## src/rtl/pong_referee.sv

```systemverilog
// Pong game-flow referee: sequences serve/play/pause/game-over, issues frame-aligned
// point strobes and score_reset to the scoreboard, and consumes its win flag.
module pong_referee #(
  parameter int XW          = 10,
  parameter int LEFT_EDGE   = 8,
  parameter int RIGHT_EDGE  = 631,
  parameter int HOLD_FRAMES = 60
) (
  input  logic          clk,
  input  logic          reset,
  input  logic          frame,
  input  logic [XW-1:0] ball_x,
  input  logic          serve,
  input  logic          win,
  output logic          right_en,
  output logic          left_en,
  output logic          score_reset,
  output logic          ball_hold,
  output logic          serve_left,
  output logic          game_over
);

  localparam int CW = $clog2(HOLD_FRAMES + 1);
  localparam logic [XW-1:0] LEFT_X   = XW'(LEFT_EDGE);
  localparam logic [XW-1:0] RIGHT_X  = XW'(RIGHT_EDGE);
  localparam logic [CW-1:0] HOLD_END = CW'(HOLD_FRAMES - 1);

  typedef enum logic [2:0] {
    RESET_SCORE,
    SERVE,
    PLAY,
    HOLD,
    OVER
  } state_t;

  state_t        state, state_d;
  logic [CW-1:0] hold_cnt, hold_cnt_d;
  logic          serve_q;
  logic          serve_left_d;
  logic          serve_edge;
  logic          in_play_frame;

  always_ff @(posedge clk or posedge reset) begin
    if (reset) begin
      state      <= RESET_SCORE;
      hold_cnt   <= '0;
      serve_q    <= 1'b0;
      serve_left <= 1'b0;
    end else begin
      state      <= state_d;
      hold_cnt   <= hold_cnt_d;
      serve_q    <= serve;
      serve_left <= serve_left_d;
    end
  end

  always_comb begin
    state_d       = state;
    hold_cnt_d    = hold_cnt;
    serve_left_d  = serve_left;
    serve_edge    = serve & ~serve_q;
    in_play_frame = (state == PLAY) & frame;
    // Right-player point (ball out on the left) wins any tie between the two edges.
    right_en      = in_play_frame & (ball_x <= LEFT_X);
    left_en       = in_play_frame & (ball_x >= RIGHT_X) & ~right_en;
    score_reset   = (state == RESET_SCORE);
    ball_hold     = (state != PLAY);
    game_over     = (state == OVER);

    unique case (state)
      RESET_SCORE: if (frame) state_d = SERVE;
      SERVE:       if (serve_edge) state_d = PLAY;
      PLAY: begin
        if (right_en | left_en) begin
          serve_left_d = right_en;
          if (win) begin
            state_d = OVER;
          end else begin
            state_d    = HOLD;
            hold_cnt_d = '0;
          end
        end
      end
      HOLD: begin
        if (frame) begin
          if (hold_cnt == HOLD_END) state_d = SERVE;
          if (hold_cnt != '1) hold_cnt_d = hold_cnt + 1'b1;
        end
      end
      OVER: begin
        if (serve_edge) begin
          state_d      = RESET_SCORE;
          serve_left_d = 1'b0;
        end
      end
      default: state_d = RESET_SCORE;
    endcase
  end

endmodule

```

## config.mk

```make
export PLATFORM = sky130hd
export DESIGN_NAME = pong_referee
export DESIGN_NICKNAME = d
export VERILOG_FILES = /design/src/rtl/pong_referee.sv
export SDC_FILE = /design/constraint.sdc
export NUM_CORES = 1
export LEC_CHECK = 0
export ABC_AREA = 1
export ABC_CLOCK_PERIOD_IN_PS = 3890
export BUFFER_PORTS_ARGS = -buffer_cell sky130_fd_sc_hd__clkbuf_2
export CAP_MARGIN = 20
export CORE_ASPECT_RATIO = 0.5
export CORE_MARGIN = 2
export CORE_UTILIZATION = 30
export CTS_BUF_LIST = sky130_fd_sc_hd__clkbuf_4
export CTS_CLUSTER_SIZE = 20
export DETAILED_ROUTE_END_ITERATION = 10
export PLACE_DENSITY = 0.59
export SKIP_CTS_REPAIR_TIMING = 1
export SYNTH_ARGS = -nofsm -noshare
export SYNTH_HDL_FRONTEND = slang
export SYNTH_SLANG_ARGS = --single-unit
```

## constraint.sdc

```tcl
create_clock -name clk -period 3.89 [get_ports clk]
set_clock_uncertainty 0.1 [all_clocks]
set_input_delay 0.778 -clock clk [delete_from_list [all_inputs] [get_ports clk]]
set_output_delay 0.778 -clock clk [all_outputs]
set_load 0.01 [all_outputs]
```

# After elaboration in Yosys (flattened, before gate mapping)
# Cells that the tools add are included.
# totals
ff_bits	11
# classes
addsub	1
n_lt_le_gt_ge	2
n_eq_ne	15
n_mux	16
bitwise_logic	8
reduce_logical	6
# ops
operator	n
$mux 6	4
$mux 3	7
$pmux 3 s5	1
$ne 2x2->1 const B	6
$pmux 6 s2	1
$ge 10x10->1 const B	1
$le 10x4->1 const B	1
$add 6x1->6 const B	1
$eq 3x2->1 const B	2
$eq 6x6->1 const B	1
$ne 6x6->1 const B	1
$reduce_and 6->1	1
$and 1x1->1	5
$reduce_and 5->1	1
$ne 2x1->1 const B	2
$reduce_bool 2->1	2
$eq 3x1->1 const B	1
$eq 3x3->1 const B	1
$logic_not 3->1	1
$ne 3x2->1 const B	1
$reduce_and 3->1	1
$mux 1	2
$not 1->1	2
$pmux 1 s2	1
$or 1x1->1	1

# Logic depth before layout (Yosys ltp)
# Gate-level depths: netlist (run 1).
# depth
depth_word	8
ltp_mapped	10
depth_no_buf	10

# Least setup slack after synthesis (run 1)
# No wires, ideal clock.
# synth_path
kind	in2out
startpoint	in ball_x[5]
endpoint	out right_en
t_arrival_ps	1310
slack_ps	1702
path_stages	4
path_cell_list	nor2_1 nand2_1 nor2_1 and3_1
# synth_between
elab_chain_len	2
# synth_rtl
element	line	text
from (decl)	12	input logic [XW-1:0] ball_x,
$le 10x4->1	64	right_en = in_play_frame & (ball_x <= LEFT_X);
$and 1x1->1	64	
to (decl)	15	output logic right_en,
# No other way between the ends.

# Worst setup path after layout (run 1)
# Same ends and word-level chain as after synthesis.

==> results.toml, run 1 <==
[routing]
vias = 884
routed_wl_microns = 1864
detail_route.wl_per_cell_microns = 9.559
drcViolationCount = 0
drt_iter0_drc = 51
first_pass_iters = 4
vias_per_cell = 4.533
ant_nets = 0

[grt]
grtUsageTotal_pct = 10.97
grt_pass1_wl_microns = 3029
antenna_found_initial = 0
grt_max_degree = 13
grt-ovfl-total = 0
grt_pass1_vias = 768

[finish]
area_growth_pct = 18.37
n_fill_cell = 316
final_nets = 172
diodes = 0
layout-drive-gt1-share_pct = 32.90

[floorplanning]
placementRows = 14
die_x_microns = 81.71
start_util_pct = 30.78
die_y_microns = 42.86
dieArea_sq_um = 3502
io_pins = 21
coreArea_sq_um = 2943

[synthesis]
synth_top_area_share_pct = 30.39
synth_nets = 148
async_flop_share_pct = 100.0
synthTopCellsByArea = "dfrtp_1, nand2_1, inv_1"
synth_cells = 132
synthDistinctLibCells = 23
seq_area_frac_synth_pct = 30.39
syn_avg_cell_area_sq_um = 6.863
ys.flop_type = "dfrtp_1"
yosysMostFrequentCell = "nand2_1"
ys_top_cells_by_count = "nand2_1, inv_1, nor2_1"
synth-edff-count = 0
syn_area_sq_um = 905.9
yosysTopAreaCell = "dfrtp_1"
ys_warn_count = 0
ys_ff_latch = 11

[sta]
period_share_pct = 62.74
drv_slew = 0
maxSlewHeadroom_pct = 70.47
period_needed_ns = 2.440
finalWorstSetupSlack_ns = 1.450
max_freq_mhz = 409.8
rsz0062_at_grt = "false"
final_hold_viol_count = 0
fin_tns_setup_ns = 0
worst_pin_slew_ns = 0.4424
setup_viol = 0

[placement]
place_ws_ns = 1.456
numPortBuffers = 20
dpl.hpwl_microns = 1522
gp_congestion = 0.8060

[critical_path]
endpoint_kind = "output port"
r2r-start = "state[0]"
worstPathRequired_ns = 3.01
max_stage_delay_ns = 0.17
r2r_cells = 8
cp_cell_sequence = "clkbuf_2 -> nor2_1 -> nand2_1 -> nor2_1 -> and3_1 -> clkbuf_2"
reg2reg_slack_ns = 2.24
crit_type = "in -> out"
critPathSlowestCell = "nor2_1"
critPathLaunch = "ball_x[5]"
setup.worst_path.start_class = "primary input"
critPathMaxFanout = 3
r2r_end = "hold_cnt[3]"
arrival_ns = 1.56

[clocking]
tritoncts = "built"
clock_latency_ns = 0.27
clockRootBuffer = "clkbuf_4"
htree_levels = 1
cts_buffers = 3
clk_pin_slew_ns = 0.08
cts_buffer_depth = 2
cts.sinks = 11

[flow_run]
max_cap_violations = 0

[pwr]
leakage_nw = 0.5988
p_sw_mw = 0.2752
p_per_area_nw_per_um2 = 534.0
clkPwrFrac_pct = 14.2
ir_worst_vdd_mv = 0.1519
pwr-share-comb_pct = 53.7
p_int_mw = 0.2974
seq_power_share_pct = 32.1
p_sw_share_pct = 48.07

[min_path]
hp-class = "in -> async"

[outcome]
status = "completed"
[power by group through the flow]
stage	sequential (mW)	clock (mW)	combinational [mW]
after floorplan	0.181	0	0.254
after CTS	0.184	0.0846	0.312
after global routing	0.190	0.0904	0.351
after global placement	0.184	0	0.311
after detailed placement	0.186	0	0.311
final	0.184	0.0811	0.308
[worst max-delay path, delay by kind of cell]
kind                   cells  cell delay (ns)
buffers and inverters      2             0.21
and+or+nand+nor            4             0.56
[how the worst max path moves through the flow]
stage,to,slack [ns],depth (start not counted)
6_report,right_en,1.45,6
5_1_grt,right_en,1.37,6
4_1_cts,right_en,1.46,6
3_5_place_dp,right_en,1.46,6
3_3_place_gp,right_en,1.49,6
2_1_floorplan,right_en,1.70,4
[cell type report]
class                   instances  area (sq um)  area share [%]
clock buffers                   3         22.52           2.100
clock inverters                 1         5.005          0.4667
inverters                      24         90.09           8.401
multi-input cells              96         529.3           49.36
flip-flops and latches         11         275.3           25.67
well taps                      40         50.05           4.667
repair buffers                 20         100.1           9.335
[state kept, by name (all words and copies together), names as in the netlist]
| register | cells |
|---|---|
| serve_q | 1 |
| state | 3 |
| hold_cnt | 6 |
| serve_left | 1 |
[stage by stage]
stage	std cells	hold WS [ns]	util (%)	cell area, sq um	total power [mW]
6_report	195	0.3729	36.44	1072	0.5726
2_1_floorplan	132	0.3762	-	905.9	0.4350
5_1_grt	195	0.4183	36.44	1072	0.6312
3_5_place_dp	191	0.3984	35.50	1045	0.4962
3_3_place_gp	191	0.3897	35.50	1045	0.4955
4_1_cts	195	0.3877	36.44	1072	0.5803
[layout by cell type (no fill, tap or decap)]
cell and n:
nand2_1 34, inv_1 20, clkbuf_2 20, nor2_1 15, dfrtp_1 11, nand2_2 8
nand3_1 6, nand4_1 6, o21ai_2 6, inv_2 4, nand3_2 3, nand3b_1 3
a21oi_1 3, clkbuf_4 3, nor2_2 2, xor2_1 2, nor2_4 1, nand3_4 1
nand2_4 1, o211ai_1 1, o21ai_0 1, or2_2 1, and3_1 1, ha_1 1
clkinv_2 1
[cells by family after synthesis]
group,after synthesis,synth area share [%]
AO/OA/AOI/OAI,11,8.839
XOR/XNOR,2,1.934
adder cells (fa/ha/maj),1,1.381
buffers and inverters,25,11.19
flip-flops,11,30.39
AND/OR/NAND/NOR,82,46.27
[metal layers]
metal / GRT usage, % / part of all wire [%]
met1: 12.91 / 45
met2: 20.49 / 46
met3: 2.553 / 8.2
met4: 2.000 / 0
met5: 0 / 0
Note: power is estimated with default switching activity, not from simulation.
==> run 2, diff against run 1 <==
--- a/config.mk
+++ b/config.mk
@@ -6,7 +6,7 @@
 export NUM_CORES = 1
 export LEC_CHECK = 0
 export ABC_AREA = 1
-export ABC_CLOCK_PERIOD_IN_PS = 3890
+export ABC_CLOCK_PERIOD_IN_PS = 2050
 export BUFFER_PORTS_ARGS = -buffer_cell sky130_fd_sc_hd__clkbuf_2
 export CAP_MARGIN = 20
 export CORE_ASPECT_RATIO = 0.5
@@ -15,7 +15,7 @@
 export CTS_BUF_LIST = sky130_fd_sc_hd__clkbuf_4
 export CTS_CLUSTER_SIZE = 20
 export DETAILED_ROUTE_END_ITERATION = 10
-export PLACE_DENSITY = 0.59
+export PLACE_DENSITY = 0.6
 export SKIP_CTS_REPAIR_TIMING = 1
 export SYNTH_ARGS = -nofsm -noshare
 export SYNTH_HDL_FRONTEND = slang
==> constraint.sdc (replaced) <==
create_clock -name clk -period 2.05 [get_ports clk]
set_clock_uncertainty 0.1 [all_clocks]
set_input_delay 0.41 -clock clk [delete_from_list [all_inputs] [get_ports clk]]
set_output_delay 0.41 -clock clk [all_outputs]
set_load 0.01 [all_outputs]
==> results.toml, run 2 (synthesis results as in run 1) <==
[routing]
drcViolationCount = 0
detail_route.wl_per_cell_microns = 9.431
drt_iter0_drc = 36
wl_met1_microns = 873
ant_nets = 0
wl_met2_microns = 879
routed_wl_microns = 1839
first_pass_iters = 4
dr_wl_met3_microns = 67
vias = 840
vias_per_cell = 4.308
top_layer_used = "met4"

[clocking]
clk_pin_slew_ns = 0.07
cts_buffers = 3
cts.sinks = 11
tritoncts = "built"
clock_latency_ns = 0.27
cts_buffer_depth = 2
htree_levels = 1
clockRootBuffer = "clkbuf_4"

[floorplanning]
dieArea_sq_um = 3502
die_x_microns = 81.71
die_y_microns = 42.86
io_pins = 21
placementRows = 14
coreArea_sq_um = 2943
start_util_pct = 30.78

[sta]
drv_slew = 0
period_needed_ns = 1.923
worst_pin_slew_ns = 0.4372
holdWs_ns = 0.009257
setup_viol = 0
finalWorstSetupSlack_ns = 0.1269
rsz0062_at_grt = "false"
period_share_pct = 93.81
fin_tns_setup_ns = 0
final_hold_viol_count = 0
max_freq_mhz = 520.0
maxSlewHeadroom_pct = 70.82

[grt]
antenna_found_initial = 0
grtUsageTotal_pct = 11.39
grt_pass1_wl_microns = 3105
grt-ovfl-total = 0
grt_max_degree = 13
grt_pass1_vias = 764

[finish]
fin_util_pct = 36.52
final_nets = 172
largest_reg_flops = 6
mostFrequentLayoutCell = "nand2_1"
reg_top3 = "hold_cnt x6, state x3"
diodes = 0
area_growth_pct = 18.65
largest-register = "hold_cnt"
mostFrequentLayoutCells = "nand2_1, inv_1, clkbuf_2"
layout-drive-gt1-share_pct = 32.90

[placement]
place_ws_ns = 0.3703
numPortBuffers = 20
gp_congestion = 0.8176
dpl.hpwl_microns = 1483

[critical_path]
worstPathRequired_ns = 1.54
critPathMaxFanout = 6
crit_type = "reg -> out"
endpoint_kind = "output port"
r2r_cells = 9
setup.worst_path.start_class = "flop"
arrival_ns = 1.41

[outcome]
status = "completed"

[pwr]
power.total_mw = 1.100
leakage_nw = 0.5995
p_per_area_nw_per_um2 = 1024
ir_worst_vdd_mv = 0.3941

[min_path]
hp-class = "in -> async"

[flow_run]
max_cap_violations = 0
## run 2: changes by cell type in the layout (fill, tap and decap cells not counted), sizes merged
cell and change:
clkinv -1, clkbuf +1
## run 2: layer usage
metal	GRT usage, %	up-vias
li1	-	458
met1	13.50	363
met2	20.66	17
met3	0.8511	2
met4	6.000	0
met5	0	-
## run 2: power by group
group	internal [mW]	switching [mW]
sequential	0.278	0.0707
clock	0.0885	0.0743
combinational	0.216	0.374
total	0.582	0.519
## run 2: area by class of cell
| class | instances | area, sq um |
|---|---|---|
| fillers | 327 | 1868 |
| multi-input cells | 96 | 529.3 |
| flip-flops and latches | 11 | 275.3 |
| repair buffers | 20 | 100.1 |
| inverters | 24 | 90.09 |
| well taps | 40 | 50.05 |
| clock buffers | 4 | 30.03 |
## run 2: per-stage QoR
step | cell area, sq um | instances
finish | 1075 | 195
CTS | 1075 | 195
global route | 1075 | 195
detailed placement | 1045 | 191
global placement | 1045 | 191
floorplan | 905.9 | 132
## run 2: path summary, 6_finish.rpt
kind	start	endpoint	slack (ns)
worst min register to register	hold_cnt[5]	hold_cnt[5]	0.42
worst min-delay path	reset	hold_cnt[3]	0.009
min in group clk	serve	serve_q	0.17
worst max register to register	hold_cnt[0]	hold_cnt[3]	0.43
worst max-delay path	state[0]	right_en	0.13
max in group asynchronous	reset	state[1]	1.54
## run 2: critical path, stage by stage, from the launching register on
cell and delay, ns:
dfrtp_1 0.46, inv_2 0.11, nand3_2 0.12, nor2_2 0.16
and3_1 0.17, clkbuf_2 0.12
==> run 3, diff against run 2 <==
--- a/config.mk
+++ b/config.mk
@@ -10,7 +10,6 @@
 export BUFFER_PORTS_ARGS = -buffer_cell sky130_fd_sc_hd__clkbuf_2
 export CAP_MARGIN = 20
 export CORE_ASPECT_RATIO = 0.5
-export CORE_MARGIN = 2
 export CORE_UTILIZATION = 30
 export CTS_BUF_LIST = sky130_fd_sc_hd__clkbuf_4
 export CTS_CLUSTER_SIZE = 20
==> results.toml, run 3 (synthesis results as in run 1) <==
[critical_path]
endpoint_kind = "output port"
critPathLaunch = "state[2]"
arrival_ns = 1.42
reg2reg_slack_ns = 0.41
crit_end = "right_en"
setup.worst_path.start_class = "flop"
r2r_end = "hold_cnt[5]"
critPathMaxFanout = 5
max_stage_delay_ns = 0.42
cp_cell_sequence = "inv_2 -> nand3_2 -> nor2_2 -> and3_1 -> clkbuf_2"
crit_type = "reg -> out"
r2r-start = "hold_cnt[0]"
r2r_cells = 9
worstPathRequired_ns = 1.54
critPathSlowestCell = "dfrtp_1"

[grt]
antenna_found_initial = 0
grt_pass1_wl_microns = 2884
grt_max_degree = 13
grt-ovfl-total = 0
grtUsageTotal_pct = 12.31
grt_pass1_vias = 695

[floorplanning]
die_x_microns = 79.71
io_pins = 21
placementRows = 13
start_util_pct = 33.15
die_y_microns = 40.86
dieArea_sq_um = 3257
coreArea_sq_um = 2733

[routing]
vias = 838
first_pass_iters = 4
ant_nets = 0
routed_wl_microns = 1818
vias_per_cell = 4.365
drt_iter0_drc = 43
drcViolationCount = 0
detail_route.wl_per_cell_microns = 9.469

[finish]
diodes = 0
reg_top3 = "hold_cnt x6, state x3"
n_fill_cell = 289
mostFrequentLayoutCells = "nand2_1, inv_1, clkbuf_2"
layout-drive-gt1-share_pct = 33.55
final_nets = 172
area_growth_pct = 18.09
mostFrequentLayoutCell = "nand2_1"
largest-register = "hold_cnt"
fin_util_pct = 39.15
largest_reg_flops = 6
fin_area_sq_um = 1070

[sta]
worst_pin_slew_ns = 0.4775
final_hold_viol_count = 0
rsz0062_at_grt = "false"
maxSlewHeadroom_pct = 68.13
max_freq_mhz = 519.1
drv_slew = 0
fin_tns_setup_ns = 0
period_needed_ns = 1.926
period_share_pct = 93.97
setup_viol = 0

[clocking]
cts_buffers = 3
clock_latency_ns = 0.27
clk_pin_slew_ns = 0.08
htree_levels = 1
cts_buffer_depth = 2
cts.sinks = 11
clockRootBuffer = "clkbuf_4"
tritoncts = "built"

[placement]
post_dp_cell_area_sq_um = 1041
dpl.hpwl_microns = 1457
numPortBuffers = 20
gp_congestion = 0.7852

[flow_run]
max_cap_violations = 0

[pwr]
leakage_nw = 0.5976
ir_worst_vdd_mv = 0.3365
p_per_area_nw_per_um2 = 1018

[min_path]
hp-class = "in -> async"

[outcome]
status = "completed"
[run 3: cell types whose count changed in the layout (fill, tap and decap cells not counted), sizes merged]
cell | previous run | this run
clkbuf | 24 | 23
clkinv | 0 | 1
[run 3: layout make-up]
| type | count | area [sq um] | area share, % |
|---|---|---|---|
| flip-flops and latches | 11 | 276.5 | 25.85 |
| clock inverters | 1 | 5.005 | 0.4678 |
| multi-input cells | 96 | 529.3 | 49.47 |
| repair buffers | 20 | 100.1 | 9.357 |
| clock buffers | 3 | 22.52 | 2.105 |
| well taps | 37 | 46.29 | 4.327 |
| inverters | 24 | 90.09 | 8.421 |
[run 3: metrics by stage]
| step | worst slack [ns] | power, mW | hold slack, ns | instances |
|---|---|---|---|---|
| finish | 0.1236 | 1.089 | 0.01437 | 192 |
| floorplan | 0.5200 | 0.8254 | 0.1624 | 132 |
| CTS | 0.09590 | 1.100 | 0.03223 | 192 |
| detailed placement | 0.3803 | 0.9378 | 0.3370 | 188 |
| global placement | 0.3970 | 0.9361 | 0.3272 | 188 |
| global route | 0.01952 | 1.203 | 0.04581 | 192 |
[run 3: metal layers]
layer | global-route usage [%] | vias to the layer above | wire length (microns)
li1 | - | 463 | -
met1 | 16.18 | 351 | 971
met2 | 19.44 | 24 | 756
met3 | 4.000 | 0 | 90
met4 | 4.091 | 0 | 0
met5 | 0 | - | 0
[run 3: critical path, delay by kind of cell (launching register included)]
| family | cells | cell delay [ns] |
|---|---|---|
| and+or+nand+nor | 3 | 0.48 |
| buffers and inverters | 2 | 0.23 |
| DFF | 1 | 0.42 |
[run 3: power breakdown]
part           total (mW)  internal [mW]  switching (mW)
clock network       0.155         0.0723          0.0823
registers           0.351          0.280          0.0710
logic               0.584          0.215           0.369
[run 3: worst min path at each step]
stage                      from           to  slack (ns)  cells after the start
final                     reset     state[1]        0.01                      2
after global routing      reset     state[1]        0.05                      2
after CTS                 reset     state[1]        0.03                      2
after detailed placement  reset     state[1]        0.34                      2
after global placement    reset     state[1]        0.33                      2
after floorplan           reset  hold_cnt[0]        0.16                      1
